==> config.mk <==
export PLATFORM = sky130hd
export DESIGN_NAME = logic_unit_pipe
export DESIGN_NICKNAME = d
export VERILOG_FILES = /design/src/rtl/logic_unit_pkg.sv /design/src/rtl/logic_unit_core.sv /design/src/rtl/logic_unit_pipe.sv
export SDC_FILE = /design/constraint.sdc
export NUM_CORES = 1
export LEC_CHECK = 0
export ABC_AREA = 0
export CAP_MARGIN = 20
export CORE_ASPECT_RATIO = 1.5
export CORE_UTILIZATION = 45
export CTS_CLUSTER_SIZE = 20
export DETAILED_ROUTE_END_ITERATION = 7
export GPL_TIMING_DRIVEN = 0
export PLACE_DENSITY = 0.79
export SLEW_MARGIN = 20
export SYNTH_ARGS = -nofsm -noshare
export SYNTH_HDL_FRONTEND = slang
export SYNTH_HIERARCHICAL = 1
export SYNTH_SLANG_ARGS = --single-unit
==> constraint.sdc <==
create_clock -name clk -period 4.3 [get_ports clk]
set_input_delay 0.86 -clock clk [delete_from_list [all_inputs] [get_ports clk]]
set_output_delay 0.86 -clock clk [all_outputs]
set_load 0.02 [all_outputs]
==> src/rtl/logic_unit_pkg.sv <==
// rtl/logic_unit_pkg.sv - shared opcode and state definitions for logic_unit_pipe
//
// Purpose : opcode constants, opcode width and handshake state encodings
//           used by logic_unit_core and logic_unit_pipe.
// Ports   : none (package).
// Config  : LOGIC_UNIT_ZBB_EN (consumed by logic_unit_core) enables ANDN/ORN/XNOR.

package logic_unit_pkg;

  localparam int OP_W = 3;

  localparam logic [OP_W-1:0] OP_AND  = 3'b000;
  localparam logic [OP_W-1:0] OP_OR   = 3'b001;
  localparam logic [OP_W-1:0] OP_XOR  = 3'b010;
  localparam logic [OP_W-1:0] OP_ANDN = 3'b011;
  localparam logic [OP_W-1:0] OP_ORN  = 3'b100;
  localparam logic [OP_W-1:0] OP_XNOR = 3'b101;

  // Occupancy of the output stage: main register only, or main plus skid.
  typedef enum logic [1:0] {
    ST_EMPTY = 2'd0,
    ST_ONE   = 2'd1,
    ST_TWO   = 2'd2
  } state_e;

endpackage

==> src/rtl/logic_unit_core.sv <==
// rtl/logic_unit_core.sv - combinational bitwise logic operation with RV64 word mode
//
// Purpose : computes one bitwise logic operation on A and B.
// Ports   : i_op      opcode (see logic_unit_pkg)
//           i_word    word mode: 32-bit op, result sign-extended from bit 31 (XLEN=64 only)
//           i_a, i_b  operands
//           o_result  operation result (zero for illegal encodings)
//           o_illegal opcode is illegal or disabled in this build
// Config  : LOGIC_UNIT_ZBB_EN defined   -> ANDN/ORN/XNOR are legal
//           LOGIC_UNIT_ZBB_EN undefined -> ANDN/ORN/XNOR report illegal

module logic_unit_core
  import logic_unit_pkg::*;
#(
  parameter int XLEN = 64
) (
  input  logic [OP_W-1:0] i_op,
  input  logic            i_word,
  input  logic [XLEN-1:0] i_a,
  input  logic [XLEN-1:0] i_b,
  output logic [XLEN-1:0] o_result,
  output logic            o_illegal
);

  logic [XLEN-1:0] w_raw;

  always_comb begin
    w_raw     = '0;
    o_illegal = 1'b0;
    case (i_op)
      OP_AND:  w_raw = i_a & i_b;
      OP_OR:   w_raw = i_a | i_b;
      OP_XOR:  w_raw = i_a ^ i_b;
`ifdef LOGIC_UNIT_ZBB_EN
      OP_ANDN: w_raw = i_a & ~i_b;
      OP_ORN:  w_raw = i_a | ~i_b;
      OP_XNOR: w_raw = ~(i_a ^ i_b);
`endif
      default: begin
        w_raw     = '0;
        o_illegal = 1'b1;
      end
    endcase
  end

  // Bitwise ops never carry between bits, so a word-mode result is simply the
  // full-width result with its upper half replaced by copies of bit 31.
  generate
    if (XLEN == 64) begin : g_word
      assign o_result = i_word ? {{32{w_raw[31]}}, w_raw[31:0]} : w_raw;
    end else begin : g_no_word
      logic w_unused_word;
      assign w_unused_word = i_word;
      assign o_result      = w_raw;
    end
  endgenerate

endmodule

==> src/rtl/logic_unit_pipe.sv <==
// rtl/logic_unit_pipe.sv - pipelined logic unit with valid/ready handshake and skid buffer
//
// Purpose : single-cycle-latency, full-throughput bitwise logic execution unit.
// Ports   : clk, rst_n (async active-low), flush (sync, drops held entries)
//           in_valid/in_ready/in_op/in_word/in_a/in_b/in_tag : issue side
//           out_valid/out_ready/out_result/out_tag/out_illegal : writeback side
// Config  : LOGIC_UNIT_ZBB_EN enables ANDN/ORN/XNOR in logic_unit_core.

module logic_unit_pipe
  import logic_unit_pkg::*;
#(
  parameter int XLEN  = 64,
  parameter int TAG_W = 5
) (
  input  logic             clk,
  input  logic             rst_n,
  input  logic             flush,
  input  logic             in_valid,
  output logic             in_ready,
  input  logic [OP_W-1:0]  in_op,
  input  logic             in_word,
  input  logic [XLEN-1:0]  in_a,
  input  logic [XLEN-1:0]  in_b,
  input  logic [TAG_W-1:0] in_tag,
  output logic             out_valid,
  input  logic             out_ready,
  output logic [XLEN-1:0]  out_result,
  output logic [TAG_W-1:0] out_tag,
  output logic             out_illegal
);

  state_e           r_state;
  state_e           w_state_next;
  logic             r_in_ready;

  logic [XLEN-1:0]  r_main_result;
  logic [TAG_W-1:0] r_main_tag;
  logic             r_main_illegal;
  logic [XLEN-1:0]  r_skid_result;
  logic [TAG_W-1:0] r_skid_tag;
  logic             r_skid_illegal;

  logic [XLEN-1:0]  w_core_result;
  logic             w_core_illegal;
  logic             w_accept;
  logic             w_deliver;
  logic             w_load_main;
  logic             w_load_skid;
  logic             w_skid_to_main;

  logic_unit_core #(
    .XLEN(XLEN)
  ) u_core (
    .i_op      (in_op),
    .i_word    (in_word),
    .i_a       (in_a),
    .i_b       (in_b),
    .o_result  (w_core_result),
    .o_illegal (w_core_illegal)
  );

  // An operation presented during flush is discarded, never accepted.
  assign w_accept  = in_valid & r_in_ready & ~flush;
  assign w_deliver = out_valid & out_ready;

  always_ff @(posedge clk or negedge rst_n) begin
    if (!rst_n) begin
      r_state    <= ST_EMPTY;
      r_in_ready <= 1'b1;
    end else begin
      r_state    <= w_state_next;
      // in_ready comes straight from a flop so it never depends on out_ready.
      r_in_ready <= (w_state_next != ST_TWO);
    end
  end

  always_comb begin
    w_state_next   = r_state;
    w_load_main    = 1'b0;
    w_load_skid    = 1'b0;
    w_skid_to_main = 1'b0;
    if (flush) begin
      w_state_next = ST_EMPTY;
    end else begin
      case (r_state)
        ST_EMPTY: begin
          if (w_accept) begin
            w_state_next = ST_ONE;
            w_load_main  = 1'b1;
          end
        end
        ST_ONE: begin
          if (w_accept && w_deliver) begin
            w_load_main = 1'b1;
          end else if (w_accept) begin
            w_state_next = ST_TWO;
            w_load_skid  = 1'b1;
          end else if (w_deliver) begin
            w_state_next = ST_EMPTY;
          end
        end
        ST_TWO: begin
          // in_ready is low here, so only the skid entry can advance.
          if (w_deliver) begin
            w_state_next   = ST_ONE;
            w_skid_to_main = 1'b1;
          end
        end
        default: begin
          w_state_next = ST_EMPTY;
        end
      endcase
    end
  end

  always_ff @(posedge clk or negedge rst_n) begin
    if (!rst_n) begin
      r_main_result  <= '0;
      r_main_tag     <= '0;
      r_main_illegal <= 1'b0;
      r_skid_result  <= '0;
      r_skid_tag     <= '0;
      r_skid_illegal <= 1'b0;
    end else begin
      if (w_load_main) begin
        r_main_result  <= w_core_result;
        r_main_tag     <= in_tag;
        r_main_illegal <= w_core_illegal;
      end else if (w_skid_to_main) begin
        r_main_result  <= r_skid_result;
        r_main_tag     <= r_skid_tag;
        r_main_illegal <= r_skid_illegal;
      end
      if (w_load_skid) begin
        r_skid_result  <= w_core_result;
        r_skid_tag     <= in_tag;
        r_skid_illegal <= w_core_illegal;
      end
    end
  end

  assign in_ready    = r_in_ready;
  assign out_valid   = (r_state != ST_EMPTY);
  assign out_result  = r_main_result;
  assign out_tag     = r_main_tag;
  assign out_illegal = r_main_illegal;

endmodule

==> Yosys cells after proc, flatten, opt, wreduce, memory -nomap -nowiden <==
Index checks and enable logic that the tools add are counted.
{ "word_totals": {"regBits": 143, "in_bits": 142, "out_inout_bits": 72, "word_cells": 52} }
{ "classes": {"eq_ne": 5, "n_mux": 26, "bitwise": 7, "n_reduce_logical": 6} }
{ "op_table": {"columns": ["operator", "count"], "rows": [
  ["2-to-1 mux 64 bit", 3],
  ["case mux 64 bit (3 select lines)", 1],
  ["bitwise AND 64 bit", 1],
  ["bitwise OR 64 bit", 1],
  ["bitwise XOR 64 bit", 1],
  ["2-to-1 mux 1 bit", 12],
  ["2-to-1 mux 2 bit", 6],
  ["2-to-1 mux 5 bit", 2],
  ["case mux 2 bit (3 select lines)", 1],
  ["nonzero test 2 bit", 2],
  ["bitwise AND 1 bit", 3],
  ["== test 3 x 1 -> 1 bit, second input constant", 1],
  ["== test 3 x 2 -> 1 bit, second input constant", 1],
  ["zero test 3 bit", 1],
  ["OR reduction 3 bit", 1],
  ["== test 2 x 1 -> 1 bit, second input constant", 1],
  ["== test 2 bit, second input constant", 1],
  ["zero test 2 bit", 1],
  ["inequality test 2 bit, second input constant", 1],
  ["case mux 1 bit (2 select lines)", 1],
  ["logical AND 1 bit", 1],
  ["inverter 1 bit", 1]
]} }

==> Logic depth before layout (Yosys ltp) <==
{ "depth": {"word_depth": 8, "depth_mapped": 9, "ltp_nobuf": 8} }

==> By module <==
The synthesis kept the hierarchy.
{ "modules_own_cells": {"columns": ["mod", "n_inst", "cells_per_inst", "area_per_inst_um2", "seq_area_each_um2"], "rows": [
  ["logic_unit_pipe", 1, 394, 6213.5, 3579.7],
  ["logic_unit_core", 1, 539, 3648.5, 0.0]
]} }

==> Worst setup path before layout <==
Ideal clock, no wire load.
{ "synth_timing": {"path_kind": "input to register", "from": "in in_a[31]", "to": "reg r_main_result[47] (netlist: out_result[47])", "setup_time_ns": 0.125, "arrival_ns": 2.393, "required_ns": 4.175, "setup_slack_ns": 1.783, "path_stages": 8, "path_buffers": 1, "cell_sequence": "inv_1 > ha_1 > and2_4 > o21a_4 > buf_6 > a221o_1 > mux2_2 > mux2_2"} }
{ "synth_between": {"elab_chain_len": 4, "word_cells_on_any_way": 6, "classes_between": "3 x mux; 3 x bitwise"} }
{ "synth_rtl": {"columns": ["item", "line", "source"], "rows": [
  ["from (decl)", "logic_unit_pipe.sv:22", "input logic [XLEN-1:0] in_a,"],
  ["bitwise XOR 64 bit (tied with other cells)", "logic_unit_core.sv:33", "OP_XOR: w_raw = i_a ^ i_b;"],
  ["case mux 64 bit (3 select lines) (*)", "logic_unit_core.sv:30", "case (i_op)"],
  ["2-to-1 mux 64 bit (*)", "logic_unit_core.sv:50", "assign o_result = i_word ? {{32{w_raw[31]}}, w_raw[31:0]} : w_raw;"],
  ["net w_core_result[47]", "logic_unit_pipe.sv:43", "logic [XLEN-1:0] w_core_result;"],
  ["2-to-1 mux 64 bit (*)", "logic_unit_pipe.sv:125", "if (w_load_main) begin"],
  ["to (signal assigned)", "logic_unit_pipe.sv:126", "r_main_result <= w_core_result;"],
  ["to (signal assigned)", "logic_unit_pipe.sv:130", "r_main_result <= r_skid_result;"],
  ["to (decl)", "logic_unit_pipe.sv:36", "logic [XLEN-1:0] r_main_result;"]
]} }
Mark *: on every way through the listed nets, which the timed path passes. The rest lies on a longest branch.
A chain may end at the register's enable or synchronous reset.

==> Final worst setup path <==
{ "layout_timing": {"from": "in in_op[1]", "to": "reg r_main_result[46] (netlist: out_result[46])"} }
{ "layout_between": {"elab_chain_len": 4, "word_cells_on_any_way": 6, "classes_between": "2 x eq/ne; 3 x mux; 1 x reduce/logical"} }
{ "layout_rtl": {"columns": ["item", "line", "source"], "rows": [
  ["from (decl)", "logic_unit_pipe.sv:20", "input logic [OP_W-1:0] in_op,"],
  ["== test 3 x 2 -> 1 bit (tied with other cells)", "logic_unit_core.sv:30", null],
  ["case mux 64 bit (3 select lines) (*)", "logic_unit_core.sv:30", null],
  ["2-to-1 mux 64 bit (*)", "logic_unit_core.sv:50", null],
  ["net w_core_result[46]", "logic_unit_pipe.sv:43", null],
  ["2-to-1 mux 64 bit (*)", "logic_unit_pipe.sv:125", null]
]} }
Marked as above.

==> flow_summary.toml <==
[status]
run_status = "finished, violations left"
failed_checks = "DRC"

[global_route]
grt_overflow_total = 0
grt_antenna_before_repair = 1
grt_pass1_wl_um = 39100
grt_pass1_vias = 7855
grt_max_degree = 98
grt_use_total = 0.227

[worst_setup_path]
critPathLaunchType = "input pin"
setup.worst_path.end_class = "register"
worst-path-max-fanout = 10
cp.required_ps = 4600
crit_type = "input pin to register"
reg2reg_depth = 6
cp_data_arrival_time_ps = 3420

[logic_synthesis]
yosys.area.top_type = "dfrtp_1"
avgSynthCellArea_um2 = 10.6
yosys_most_used_dff = "dfrtp_1"
synthCells = 933
yosysUniqueCellTypes = 37
synth_area_um2 = 9860
yosysSeqAreaShare = 0.363
ys_top_cells_by_count = "196 x mux2_2, 142 x dfrtp_1, 130 x inv_1, 128 x ha_1, 93 x nor2_1"
async_reset_ff_frac = 1.00
yosysWarnings = 6
yosys.area.top_type_share = 0.360
synth.most_common_cell = "mux2_2"
ys_ff_latch = 143
syn_nets = 1203
synthTopCellsByArea = "dfrtp_1 36%, mux2_2 22%, ha_1 16%, inv_1 4.9%, nor2_1 3.5%"
synth_edf_count = 0

[clock_network]
cts_tree = "yes"
clk_latency_ps = 420
clkTransAtPathRegs_ps = 60
ctsHoldBuffers = 0
h-tree-depth = 4
cts_sinks = 143
cts_buffers = 17
cts-root-buf = "clkbuf_16"
post_cts_buffers = 0
cts_buffer_depth = 2
post_cts_resized = 0

[drt]
vias = 7619
drcViolationCount = 1
viasPerCell = 5.26
wl_per_cell_um = 17.1
first_iter_violations = 289
dr.pass1.iters = 6
drt-total-wl_um = 24800
postRouteAntennaNets = 0

[power]
vdd_ir_drop_max_mv = 0.231
power_leakage_nw = 6.49
p_per_area_nw_per_um2 = 371
p_total_mw = 4.80

[floorplanning]
num_rows = 66
dieArea_um2 = 22500
core_um2 = 21600
pin_count = 214
die_w_um = 123
dieHeight_um = 183
start_util = 0.458

[sta]
fin_skew_ps = 9.63
rsz0062_at_grt = "no"
setup_viol = 0
tns_ps = 0
worst_pin_slew_ps = 697
fmax_mhz = 321
slew_violations = 0
layout_setup_ws_ps = 1190
fin_crit_ps = 3110
slew_headroom = 0.535
hold_violations = 0
fin_crit_sh = 0.724

[finish]
final_core_util = 0.600
areaGrowthSynthToFinish_pct = 31.1
drive_gt1_frac = 0.246
fillerInstances = 1772
nets = 1435

[placed_design]
dp_hpwl_um = 18700
place_ws_ps = 785
port_buffers = 212
gp_congestion = 0.783

[min_path]
hold_path_class = "input pin to asynchronous set/reset pin"

[job]
drv_cap = 0
-- final timing paths --
kind | from | endpoint | slack (ps)
setup reg to reg | in_ready | out_result[22] | 2090
setup / recovery | in_op[1] | out_result[46] | 1190
hold reg to reg | r_skid_result[49] | r_skid_result[49] | 500
hold / removal | rst_n | out_result[55] | 330
max in group asynchronous | rst_n | r_skid_result[23] | 3160
min in group clk | r_skid_result[49] | r_skid_result[49] | 500
-- cell usage in the layout, fill, tap and decap left out, drive strengths merged, types with 2 or more instances in the layout --
cell             n
mux2i            2
clkbuf          32
ha             128
inv            131
a21oi           67
nor2b            3
or2              2
clkdlybuf4s50  211
o21ai            8
a221o           25
a31oi            7
clkinvlp         3
nor2            94
nand2            3
bufinv           2
dfrtp          142
buf             45
mux2           206
clkinv           5
nand2b          17
o21a             3
a211oi          31
-- power by group --
part / internal [mW] / leakage [nW] / switching (mW) / total, mW
combinational: 0.858 / 4.32 / 0.703 / 1.56
sequential: 1.64 / 1.90 / 0.153 / 1.80
clock: 0.875 / 0.274 / 0.560 / 1.44
total: 3.38 / 6.49 / 1.42 / 4.80
-- stage by stage --
stage               cell area [µm²]  instances  hold WS, ps
CTS                           12900       1448          334
detailed placement            12400       1418          487
finish                        12900       1449          329
floorplan                      9860        933          474
global route                  12900       1449          346
global placement              12300       1417          480
-- layer usage --
layer	vias up	part of all wire	GRT usage
li1	3636	-	-
met1	3778	0.40	0.250
met2	175	0.53	0.421
met3	30	0.044	0.0401
met4	0	0.024	0.0873
met5	-	0	0
-- final cells by class --
cell class | count | area [µm²] | share of cell area
clock inverters | 10 | 115 | 0.00890
well taps | 272 | 340 | 0.0263
flip-flops and latches | 143 | 3580 | 0.277
multi-input cells | 604 | 5490 | 0.425
inverters | 131 | 492 | 0.0380
repair buffers | 213 | 2150 | 0.167
clock buffers | 20 | 457 | 0.0353
plain buffers | 55 | 297 | 0.0229
diodes | 1 | 2.50 | 0.000194
-- worst max-delay path, cell delays in order --
cell and delay, ps:
clkdlybuf4s50_1 550, clkbuf_1 480, clkbuf_1 590, a21oi_1 80, a31oi_1 190, o21ai_1 100, mux2_2 300, mux2_2 260
-- cells by family after synthesis --
| family | Yosys count | share of synthesized area |
|---|---|---|
| multiplexers | 208 | 0.241 |
| XOR/XNOR | 1 | 0.000888 |
| buffers and inverters | 186 | 0.0799 |
| flip-flops | 143 | 0.363 |
| adder cells (fa/ha/maj) | 128 | 0.162 |
| AND/OR/NAND/NOR | 125 | 0.0571 |
| AO/OA/AOI/OAI | 142 | 0.0957 |
-- flip-flops by register name, indices dropped and copies added, names as in the netlist --
| name | flops |
|---|---|
| out_tag | 5 |
| out_illegal | 1 |
| out_result | 64 |
| in_ready | 1 |
| r_skid_tag | 5 |
| r_skid_result | 64 |
| r_skid_illegal | 1 |
| r_state | 2 |
Note: power is estimated with default switching activity, not from simulation.
